`src/rtl/digct_event_monitor.sv`:
```
// digct_event_monitor: per-channel rising-edge counters, IN1->IN2->IN3 timed
// sequence detector and a registered counter readout port.
// Optional build macro: DIGCT_MON_OVF_EN adds the sticky OVF[2:0] flags.
module digct_event_monitor #(
  parameter int unsigned CNT_W   = 8,
  parameter int unsigned TIMEOUT = 16
) (
  input  logic             CLK,
  input  logic             RST,
  input  logic             IN1,
  input  logic             IN2,
  input  logic             IN3,
  input  logic             CLR,
  input  logic [1:0]       SEL,
  output logic [CNT_W-1:0] DOUT,
  output logic             SEQ_DET
`ifdef DIGCT_MON_OVF_EN
  ,
  output logic [2:0]       OVF
`endif
);

  localparam int unsigned TIMER_W = $clog2(TIMEOUT);
  localparam logic [CNT_W-1:0] CNT_MAX = '1;
  // The timer reads 0 on the first edge after entry, so it reads TIMEOUT-2
  // on edge TIMEOUT-1: the last edge a step is accepted and the edge the
  // FSM gives up if nothing qualifying arrived.
  localparam logic [TIMER_W-1:0] TMR_LAST = TIMER_W'(TIMEOUT - 2);

  typedef enum logic [1:0] {
    IDLE = 2'd0,
    GOT1 = 2'd1,
    GOT2 = 2'd2
  } state_t;

  state_t             state;
  state_t             state_nxt;
  logic [TIMER_W-1:0] timer;
  logic               tmr_rst_c;
  logic               det_c;
  logic [2:0]         in_c;
  logic [2:0]         prev;
  logic [2:0]         rise_c;
  logic [CNT_W-1:0]   cnt [3];
  logic [CNT_W-1:0]   seq_cnt;

  assign in_c   = {IN3, IN2, IN1};
  assign rise_c = in_c & ~prev;

  // Previous-level capture; loading during reset keeps a held-high input
  // from looking like an edge once reset releases.
  always_ff @(posedge CLK) begin
    prev <= in_c;
  end

  // Per-channel saturating event counters; CLR wins over a coincident rise.
  always_ff @(posedge CLK) begin
    if (!RST || CLR) begin
      for (int i = 0; i < 3; i++) cnt[i] <= '0;
    end else begin
      for (int i = 0; i < 3; i++) begin
        if (rise_c[i] && (cnt[i] != CNT_MAX)) cnt[i] <= cnt[i] + CNT_W'(1);
      end
    end
  end

  // Sequence FSM state register.
  always_ff @(posedge CLK) begin
    if (!RST) state <= IDLE;
    else      state <= state_nxt;
  end

  // Sequence FSM next state, timer restart and detection strobe.
  always_comb begin
    state_nxt = state;
    tmr_rst_c = 1'b0;
    det_c     = 1'b0;
    unique case (state)
      IDLE: begin
        if (rise_c[0]) begin
          state_nxt = GOT1;
          tmr_rst_c = 1'b1;
        end
      end
      GOT1: begin
        if (rise_c[1]) begin
          state_nxt = GOT2;
          tmr_rst_c = 1'b1;
        end else if (rise_c[0]) begin
          state_nxt = GOT1;
          tmr_rst_c = 1'b1;
        end else if (timer == TMR_LAST) begin
          state_nxt = IDLE;
          tmr_rst_c = 1'b1;
        end
      end
      GOT2: begin
        if (rise_c[2]) begin
          state_nxt = IDLE;
          tmr_rst_c = 1'b1;
          det_c     = 1'b1;
        end else if (rise_c[0]) begin
          state_nxt = GOT1;
          tmr_rst_c = 1'b1;
        end else if (timer == TMR_LAST) begin
          state_nxt = IDLE;
          tmr_rst_c = 1'b1;
        end
      end
      default: begin
        state_nxt = IDLE;
        tmr_rst_c = 1'b1;
      end
    endcase
    if (CLR) begin
      state_nxt = IDLE;
      tmr_rst_c = 1'b1;
      det_c     = 1'b0;
    end
  end

  // Step timer: zero on every (re)entry and while idle, counts in GOT1/GOT2.
  always_ff @(posedge CLK) begin
    if (!RST || tmr_rst_c || (state == IDLE)) timer <= '0;
    else                                      timer <= timer + TIMER_W'(1);
  end

  // Detection pulse and saturating sequence counter.
  always_ff @(posedge CLK) begin
    if (!RST) begin
      SEQ_DET <= 1'b0;
      seq_cnt <= '0;
    end else begin
      SEQ_DET <= det_c;
      if (CLR)                                  seq_cnt <= '0;
      else if (det_c && (seq_cnt != CNT_MAX))   seq_cnt <= seq_cnt + CNT_W'(1);
    end
  end

  // Registered readout; shows pre-clear values in a CLR cycle.
  always_ff @(posedge CLK) begin
    if (!RST) begin
      DOUT <= '0;
    end else begin
      unique case (SEL)
        2'd0: DOUT <= cnt[0];
        2'd1: DOUT <= cnt[1];
        2'd2: DOUT <= cnt[2];
        2'd3: DOUT <= seq_cnt;
      endcase
    end
  end

`ifdef DIGCT_MON_OVF_EN
  // Sticky overflow flags: a rise arriving while the counter is saturated.
  always_ff @(posedge CLK) begin
    if (!RST || CLR) begin
      OVF <= 3'b000;
    end else begin
      for (int i = 0; i < 3; i++) begin
        if (rise_c[i] && (cnt[i] == CNT_MAX)) OVF[i] <= 1'b1;
      end
    end
  end
`endif

endmodule
```
`config.mk`:
```
export PLATFORM = sky130hd
export DESIGN_NAME = digct_event_monitor
export DESIGN_NICKNAME = d
export VERILOG_FILES = /design/src/rtl/digct_event_monitor.sv
export SDC_FILE = /design/constraint.sdc
export NUM_CORES = 1
export LEC_CHECK = 0
export ABC_AREA = 1
export CAP_MARGIN = 20
export CORE_UTILIZATION = 63
export CTS_CLUSTER_SIZE = 25
export DETAILED_ROUTE_END_ITERATION = 7
export MAX_ROUTING_LAYER = met4
export PLACE_DENSITY = 0.94
export RECOVER_POWER = 25
export SLEW_MARGIN = 20
export SYNTH_ARGS = -nofsm -noshare
export SYNTH_HDL_FRONTEND = slang
export SYNTH_SLANG_ARGS = --single-unit
```
`constraint.sdc`:
```
create_clock -name CLK -period 2.95 [get_ports CLK]
set_clock_uncertainty 0.15 [all_clocks]
set_input_delay 0.59 -clock CLK [delete_from_list [all_inputs] [get_ports CLK]]
set_output_delay 0.59 -clock CLK [all_outputs]
set_load 0.01 [all_outputs]
```
==> out/results.tsv <==
metric	value	unit
Synth async-reset ratio	0	%
commonest cells after routing, fill and taps aside	77 x nand2_1, 32 x nor2_1, 29 x inv_1, 26 x dfxtp_1, 24 x edfxtp_1	
post-CTS resize count	0	
total grt overflow	0	
Max-Cap Viols	0	
RSZ-0062 raised after global routing	false	
met3 WL post-DR	277	um
Initial Utilization	65.7	%
DIE AREA	4470	sq um
final worst-path cycle share	83.4	%
Core Util, Final	73.4	%
GPL Wtd Cong	0.923	
Setup Fix Bufs, Post-CTS	0	
CTS tree	built	
first-pass GRT wire length	8.40	mm
Root Buffer	clkbuf_8	
drt first pass iters	4	
Yosys reg bits	50	
hold crit path type	reg2reg	
Final Power	1340	uW
drt wl/cell	13.4	um
Chip Width	66.8	um
Slew headroom	72.6	%
initial antenna violation count	0	
Critical Path Fanout Max	9	
Synth Area in XOR/XNOR	6.61	%
Boundary Pins	17	
cts bufs inserted	5	
IO Port Bufs	16	
Core Rows	23	
Syn Area/Cell	8.60	sq um
commonest non-fill, non-tap cell in the layout	nand2_1	
DRC viols	0	
largest family of logic cells by synthesized area	simple AND/OR/NAND/NOR gates	
synthesis-to-finish area growth	11.6	%
crit end category	flop	
met1 wire length	2.12	mm
CTS max path bufs	2	
P_leak	0.00112	uW
Hold Vio Cnt, Final	0	
Worst Path Required	2770	ps
CTS H-tree lvls	2	
Iteration-0 DRC Markers	262	
Reg clk slew, reported paths	80	ps
Synth Net Count	326	
vias in the first global route	1943	
worst setup path class	in2reg	
ratio of cells with drive above 1 in the final layout	10.5	%
Die H	66.8	um
Post-Route WL	5.13	mm
Mapped Cells	308	
FMAX	0.407	GHz
pre-CTS setup slack	415	ps
CP Launch Type	input pin	
Max VDD drop	0.000297	V
Worst Tran Pin Value	408	ps
share of the synthesized area in the top cell type	27.2	%
largest net degree at the start of global routing	18	
nets@finish	349	
Synth area leaders	edfxtp_1 27%, dfxtp_1 20%, nand2_1 11%	
fillers	288	
synth warn	0	
Final min period	2460	ps
met2 WL post-DR	2.58	mm
final worst slack	491	ps
Post-CTS Hold Buffers	0	
Synth Flop Type	dfxtp_1	
routed via count	2096	
Post-Synth Adder-Cell Area	4.72	%
ANT cells	0	
Pwr Density	453	nW/um^2
clk_lat worst skew	300	ps
post-synthesis cell area	2650	sq um
synth unique cells	25	
clk sinks	50	
final slew viol count	0	
HPWL Detailed	3.83	mm
setup_tns	0	ps
Routed Antenna Nets	0	
top sig layer	met4	
post-synthesis sequential area ratio	46.9	%
GRT Resource Usage Total	26.3	%
Yosys top cell by area	edfxtp_1	
Synth Area in Simple Gates	28.3	%
status	finished, final reports clean	
worst path arrival time	2270	ps
Post-synth EDFFs	24	
Core Area	4030	sq um
Synth Area in Compound Gates	7.65	%
post-DR vias/cell	5.49	
final setup fails	0	
mux cell area share after synthesis	0	%
synthesized netlist by cell type (all sizes together) (3+ instances only):
cell     n
nand3   17
o21ai   22
edfxtp  24
a21oi    7
a31oi    8
xor2    12
ha      10
buf      3
inv     30
nand2   78
nor3     4
nor2    55
dfxtp   26
xnor2    8
worst paths after layout:
kind	startpoint	to	cells after the start	slack (ps)
worst max-delay path	RST	cnt[0][12]$_SDFFCE_PN0P_	6	490
worst min-delay path	timer[0]$_SDFF_PP0_	timer[0]$_SDFF_PP0_	1	330
worst max register to register	cnt[0][16]$_SDFFCE_PN0P_	cnt[0][1]$_SDFFCE_PN0P_	9	930
worst min register to register	timer[0]$_SDFF_PP0_	timer[0]$_SDFF_PP0_	1	330
kinds of logic (layout without fill, tap and decap cells):
kind of cell	after synthesis	count (layout)
buffers and inverters	33	57
flip-flops	50	50
XOR/XNOR	20	20
AND/OR/NAND/NOR	157	157
adder cells (fa/ha/maj)	10	10
AO/OA/AOI/OAI	38	38
layout make-up:
cell class / instances / area, sq um / share of cell area [%]
timing repair buffer: 19 / 195 / 6.60
clock inverter: 1 / 5.00 / 0.169
clock buffer: 7 / 86.3 / 2.92
multi-input combinational: 225 / 1250 / 42.4
sequential: 50 / 1240 / 42.0
tap: 50 / 62.6 / 2.12
inverter: 30 / 113 / 3.81
worst max-delay path, cell delays in order:
cell and delay, ps:
dlygate4sd3_1 690, clkinv_1 140, or2_0 330, nor2_1 140, nand2_1 90, nand2_1 290
stage by stage:
stage,hold WS (ps),cell area (sq um),instances
3_5_place_dp,317,2860,374
2_1_floorplan,280,2650,308
4_1_cts,338,2960,382
6_report,326,2960,382
5_1_grt,357,2960,382
3_3_place_gp,294,2860,374
flip-flops by register name, indices dropped and copies added (netlist names):
register,cells
SEQ_DET,1
timer,4
prev,3
cnt,24
state,2
seq_cnt,8
DOUT,8
metal layers:
metal  global-route usage, %  up-vias
met5                       -        -
li1                        -     1045
met1                    29.7      959
met4                    12.5        0
met3                    5.82       18
met2                    43.8       74
power by group:
group	switching (uW)	internal, uW
sequential	33.2	763
combinational	85.4	57.0
clock	212	189
Power figures use the tool's default switching activity.
==> patch 1 (config.mk and constraints unchanged) <==
Remove the register `SEQ_DET`: a continuous assignment takes its place, so the output `SEQ_DET` follows one clock earlier.
--- a/src/rtl/digct_event_monitor.sv
+++ b/src/rtl/digct_event_monitor.sv
@@ -128,14 +128,14 @@
   // Detection pulse and saturating sequence counter.
   always_ff @(posedge CLK) begin
     if (!RST) begin
-      SEQ_DET <= 1'b0;
       seq_cnt <= '0;
     end else begin
-      SEQ_DET <= det_c;
       if (CLR)                                  seq_cnt <= '0;
       else if (det_c && (seq_cnt != CNT_MAX))   seq_cnt <= seq_cnt + CNT_W'(1);
     end
   end
+
+  assign SEQ_DET = det_c;
 
   // Registered readout; shows pre-clear values in a CLR cycle.
   always_ff @(posedge CLK) begin
Formal check against the unedited RTL: not equivalent (a bounded check fails within 4 cycles, from zero or initial values and one cycle with RST low).
==> patch 1 against the original RTL <==
  * Sequential share of layout area down 1.8 points
  * First-iteration DRC count down 22%
  * Setup slack worse by 300 ps
  * Synthesized area up 2.8%
  * Routed wire length up 2.1%
  * Power up 2.3%
  * Combinational power up 9.9%
  * Largest cell class unchanged
  * Die area up 2.7%
  * Critical endpoint is now SEQ_DET
  * Synthesized cell count up 0.65%
  * Cell area up 2.8%
  * Highest routed layer unchanged
  * Sequential cell count down 1
==> patch 1: results (changes against the original RTL) <==
\begin{tabular}{lr}
\hline
Metric & Value \\
\hline
\multicolumn{2}{l}{\textbf{Setup path}} \\
\quad Reg-to-reg endpoint & cnt[0][23] \\
\quad Crit path largest cell delay & 550 ps (-140 ps) \\
\quad Flop-to-flop setup slack & 830 ps (-100 ps) \\
\quad Reg-to-reg critical path startpoint & cnt[0][0] \\
\quad Cell depth of the worst flop-to-flop path & 7 (-2) \\
\quad Cell with the biggest individual delay on the critical path & clkdlybuf4s50\_1 \\
\quad Critical path fanouts, max & 3 (-6) \\
\quad Data arrival time of the worst path & 2020 ps (-250 ps) \\
\multicolumn{2}{l}{\textbf{Synth}} \\
\quad Proportion of netlist area held by the largest area contributor & 0.2647 (-0.007377) \\
\quad Post-Synthesis Net Count & 328 (+0.61\%) \\
\quad Top cell types by occurrence after synthesis & nand2\_1, nor2\_1, inv\_1, dfxtp\_1, edfxtp\_1 \\
\quad Synth top area cells & edfxtp\_1, dfxtp\_1, nand2\_1 \\
\quad Post-synth cell types & 26 (+4.0\%) \\
\quad Sequential-to-total area share from yosys stat & 0.4485 (-0.02006) \\
\multicolumn{2}{l}{\textbf{Power}} \\
\quad Worst ir drop on vdd & 0.2823 mV (-4.8\%) \\
\quad Static leakage & 1.143 nW (+1.9\%) \\
\multicolumn{2}{l}{\textbf{STA}} \\
\quad Minimum hold slack & 331.4 ps (+5.240 ps) \\
\quad Headroom to the max-slew limit & 0.7053 (-0.02085) \\
\multicolumn{2}{l}{\textbf{Placement}} \\
\quad Placed cell areas & 2937 um2 (+2.5\%) \\
\quad Last weighted congestion value of the routability-driven placer & 0.9217 (about the same) \\
\multicolumn{2}{l}{\textbf{Global routing}} \\
\quad First-pass GRT wire length & 8721 um (+3.8\%) \\
\quad GR Util met2 & 0.4517 (+0.01360) \\
\quad Number of global-route vias before repair & 1969 (+1.3\%) \\
\quad GR Layer Usage met1 & 0.3152 (+0.01821) \\
\quad Maximum number of pins on one net before global-route repair & 25 (+7) \\
\quad Routing usage on met3 & 0.06757 (+0.009348) \\
\multicolumn{2}{l}{\textbf{Routing}} \\
\quad Total wire length after detailed routing & 5234 um (+2.1\%) \\
\quad Drt first-iter violations & 205 (-22\%) \\
\quad TritonRoute pass-1 iters & 5 (+1) \\
\quad Detailed-route vias per instance & 5.475 (-0.21\%) \\
\multicolumn{2}{l}{\textbf{Finish}} \\
\quad Share of post-route cells with drive strength above 1 & 0.1254 (+0.01995) \\
\quad Nets@finish & 352 (+0.86\%) \\
\multicolumn{2}{l}{\textbf{CTS}} \\
\quad Clock Latency Late Sink & 300 ps (about the same) \\
\multicolumn{2}{l}{\textbf{Run status}} \\
\quad Status & complete, no violations \\
\hline
\end{tabular}
## patch 1: cells by family after synthesis
group | share of synthesized area
flops | 0.4485
simple gates | 0.3047
compound gates | 0.07077
buf+inv | 0.06250
fa+ha+maj | 0.04596
xor+xnor | 0.06756
## patch 1: area by class of cell
type | instances | area, um2
fillers | 313 | 1050
repair buffers | 20 | 202.7
multi-input cells | 227 | 1329
clock buffers | 7 | 97.59
inverters | 31 | 118.9
clock inverters | 1 | 5.005
well taps | 50 | 62.56
flip-flops and latches | 49 | 1221
## patch 1: how the worst max path moves through the flow
stage	cells past startpoint	from	end	slack, ps
global route	6	IN3	SEQ_DET	100
detailed placement	6	IN3	SEQ_DET	200
global placement	6	IN3	SEQ_DET	230
CTS	6	IN3	SEQ_DET	200
floorplan	9	cnt[0][8]	cnt[0][14]	1070
finish	6	IN3	SEQ_DET	190
## patch 1: power breakdown
group	leakage, nW	internal [W]	switching [W]	total [W]
registers	0.473	0.000749	0.0000322	0.000782
clock network	0.0534	0.000218	0.000216	0.000434
logic	0.616	0.0000601	0.0000956	0.000156
total	1.14	0.00103	0.000344	0.00137
## patch 1: critical path, delay by kind of cell
kind / cells / cell delay, ps
buffers and inverters: 3 / 1100
and+or+nand+nor: 3 / 330
## patch 1: metal layers
metal  share of wire  vias up  wire length (um)
met5               0        -                 0
met4           0.014        0                71
met3           0.054        9               284
met2            0.52       64              2723
met1            0.41      986              2154
li1                -     1049                 -
## patch 1: stage by stage
| stage | cells | total power [W] | worst slack, ps |
|---|---|---|---|
| after global routing | 385 | 0.001433 | 100.2 |
| after detailed placement | 377 | 0.0009538 | 201.9 |
| after CTS | 385 | 0.001382 | 201.9 |
| after global placement | 377 | 0.0009453 | 225.3 |
| final | 385 | 0.001371 | 187.5 |
| after floorplan | 310 | 0.0009028 | 1068 |
==> patch 2 (same flow settings) <==
Made on the original files. Add a define of `DIGCT_MON_OVF_EN`.
--- a/src/rtl/digct_event_monitor.sv
+++ b/src/rtl/digct_event_monitor.sv
@@ -1,6 +1,8 @@
 // digct_event_monitor: per-channel rising-edge counters, IN1->IN2->IN3 timed
 // sequence detector and a registered counter readout port.
 // Optional build macro: DIGCT_MON_OVF_EN adds the sticky OVF[2:0] flags.
+`define DIGCT_MON_OVF_EN
+
 module digct_event_monitor #(
   parameter int unsigned CNT_W   = 8,
   parameter int unsigned TIMEOUT = 16
Function (old outputs only; new: OVF): kept (equiv_simple and equiv_induct, registers matched by name and starting in step).
==> patch 2 against the original RTL <==
  * Register-to-register slack got worse by 100 ps
  * Power increased by 2.3%
  * Synthesized area increased by 5.5%
  * Routed wire length increased by 7.0%
  * Clock power about the same
  * Non-clock buffer count unchanged
  * Cell area increased by 4.4%
  * Final cell count increased by 9.7%
  * Setup slack got worse by 51 ps
  * Largest cell class is now flip-flops and latches
  * Sequential cell count increased by 3
  * Combinational power decreased by 5%
==> patch 2: results (changes against the original RTL) <==
\begin{tabular}{lr}
\hline
Metric & Value \\
\hline
\multicolumn{2}{l}{\textbf{Power}} \\
\quad Static leakage & 1.356 nW (+21\%) \\
\quad Power Combinational & 0.000135 W (-5\%) \\
\quad Seq group & 0.000833 W (+4.6\%) \\
\quad Total power divided by cell area & 444.2 nW/um2 (-2.0\%) \\
\quad Net switching fraction of the power & 0.2554 (+0.008438) \\
\multicolumn{2}{l}{\textbf{Setup path}} \\
\quad Data arrival time of the worst path & 2540 ps (+270 ps) \\
\quad Reg-to-reg critical path startpoint & cnt[0][8] \\
\quad Cell depth of the worst flop-to-flop path & 8 (-1) \\
\quad Critical path fanouts, max & 24 (+15) \\
\quad Capturing instance or port of the critical path & cnt[0][19] \\
\quad Crit path largest cell delay & 670 ps (-20 ps) \\
\quad Flop-to-flop setup slack & 830 ps (-100 ps) \\
\quad Largest delay contributor family on the critical path & buffers and inverters \\
\multicolumn{2}{l}{\textbf{Routing}} \\
\quad Via count & 2230 (+6.4\%) \\
\quad Routed wirelength normalized by instance count & 13.09 um (-2.4\%) \\
\quad Met2 wire len & 2605 um (+1.1\%) \\
\quad TritonRoute pass-1 iters & 5 (+1) \\
\quad Met3 wire length & 362 um (+31\%) \\
\quad Drt first-iter violations & 222 (-15\%) \\
\quad Met1 layer wirelength in the final routing & 2362 um (+11\%) \\
\multicolumn{2}{l}{\textbf{Global routing}} \\
\quad Number of global-route vias before repair & 2002 (+3.0\%) \\
\quad Routing usage on met3 & 0.07566 (+0.01744) \\
\quad Total GRT Usage & 0.2753 (+0.01277) \\
\quad Maximum number of pins on one net before global-route repair & 25 (+7) \\
\quad First-pass GRT wire length & 9066 um (+7.9\%) \\
\multicolumn{2}{l}{\textbf{Finish}} \\
\quad Fill cell total of the finished layout & 297 (+3.1\%) \\
\quad Nets@finish & 386 (+11\%) \\
\quad Portion of the layout cell area used by non-clock buffers & 0.06164 (-0.004408) \\
\quad Seq. cell area & 1301 um2 (+4.8\%) \\
\quad Non-clock inverters & 54 (+80\%) \\
\quad Number of clock buffers in the layout & 6 (-1) \\
\quad Share of post-route cells with drive strength above 1 & 0.1057 (+0.0002694) \\
\quad Total number of multi-input combinational cells & 235 (+4.4\%) \\
\multicolumn{2}{l}{\textbf{STA}} \\
\quad Headroom to the max-slew limit & 0.7538 (+0.02768) \\
\quad Minimum hold slack & 320.5 ps (-5.609 ps) \\
\quad Period Utilization, post-route & 0.8510 (+0.01733) \\
\multicolumn{2}{l}{\textbf{Run status}} \\
\quad Status & complete, no violations \\
\multicolumn{2}{l}{\textbf{Placement}} \\
\quad Port Buffers & 19 (+3) \\
\quad Detailed Place HPWL & 4000 um (+4.5\%) \\
\quad Last weighted congestion value of the routability-driven placer & 0.8979 (-2.7\%) \\
\multicolumn{2}{l}{\textbf{Synth}} \\
\quad Top cell types by occurrence after synthesis & nand2\_1, inv\_1, nor2\_1, dfxtp\_1, o21ai\_0 \\
\quad Sequential-to-total area share from yosys stat & 0.4655 (-0.003055) \\
\hline
\end{tabular}
[patch 2: cell types whose count changed after synthesis, sizes merged, moves of 2 or more]
cell / before / now
o21a: 0 / 3
nand2: 78 / 105
inv: 30 / 54
nor2: 55 / 37
nor3: 4 / 2
dfxtp: 26 / 29
o21ai: 22 / 25
[patch 2: cells by family (layout without fill, tap and decap cells)]
family / Yosys count / after routing / share of synthesized area
adder cells (fa/ha/maj): 10 / 10 / 0.04476
AO/OA/AOI/OAI: 43 / 43 / 0.08326
AND/OR/NAND/NOR: 162 / 162 / 0.2560
XOR/XNOR: 20 / 20 / 0.06267
flip-flops: 53 / 53 / 0.4655
buffers and inverters: 57 / 81 / 0.08773
[patch 2: metrics by stage]
stage	setup slack (ps)	instance area, um2	instances
global placement	347.8	3005	411
detailed placement	231.3	3005	411
CTS	550.0	3088	419
global route	306.6	3085	419
finish	439.6	3085	419
floorplan	1239	2795	345
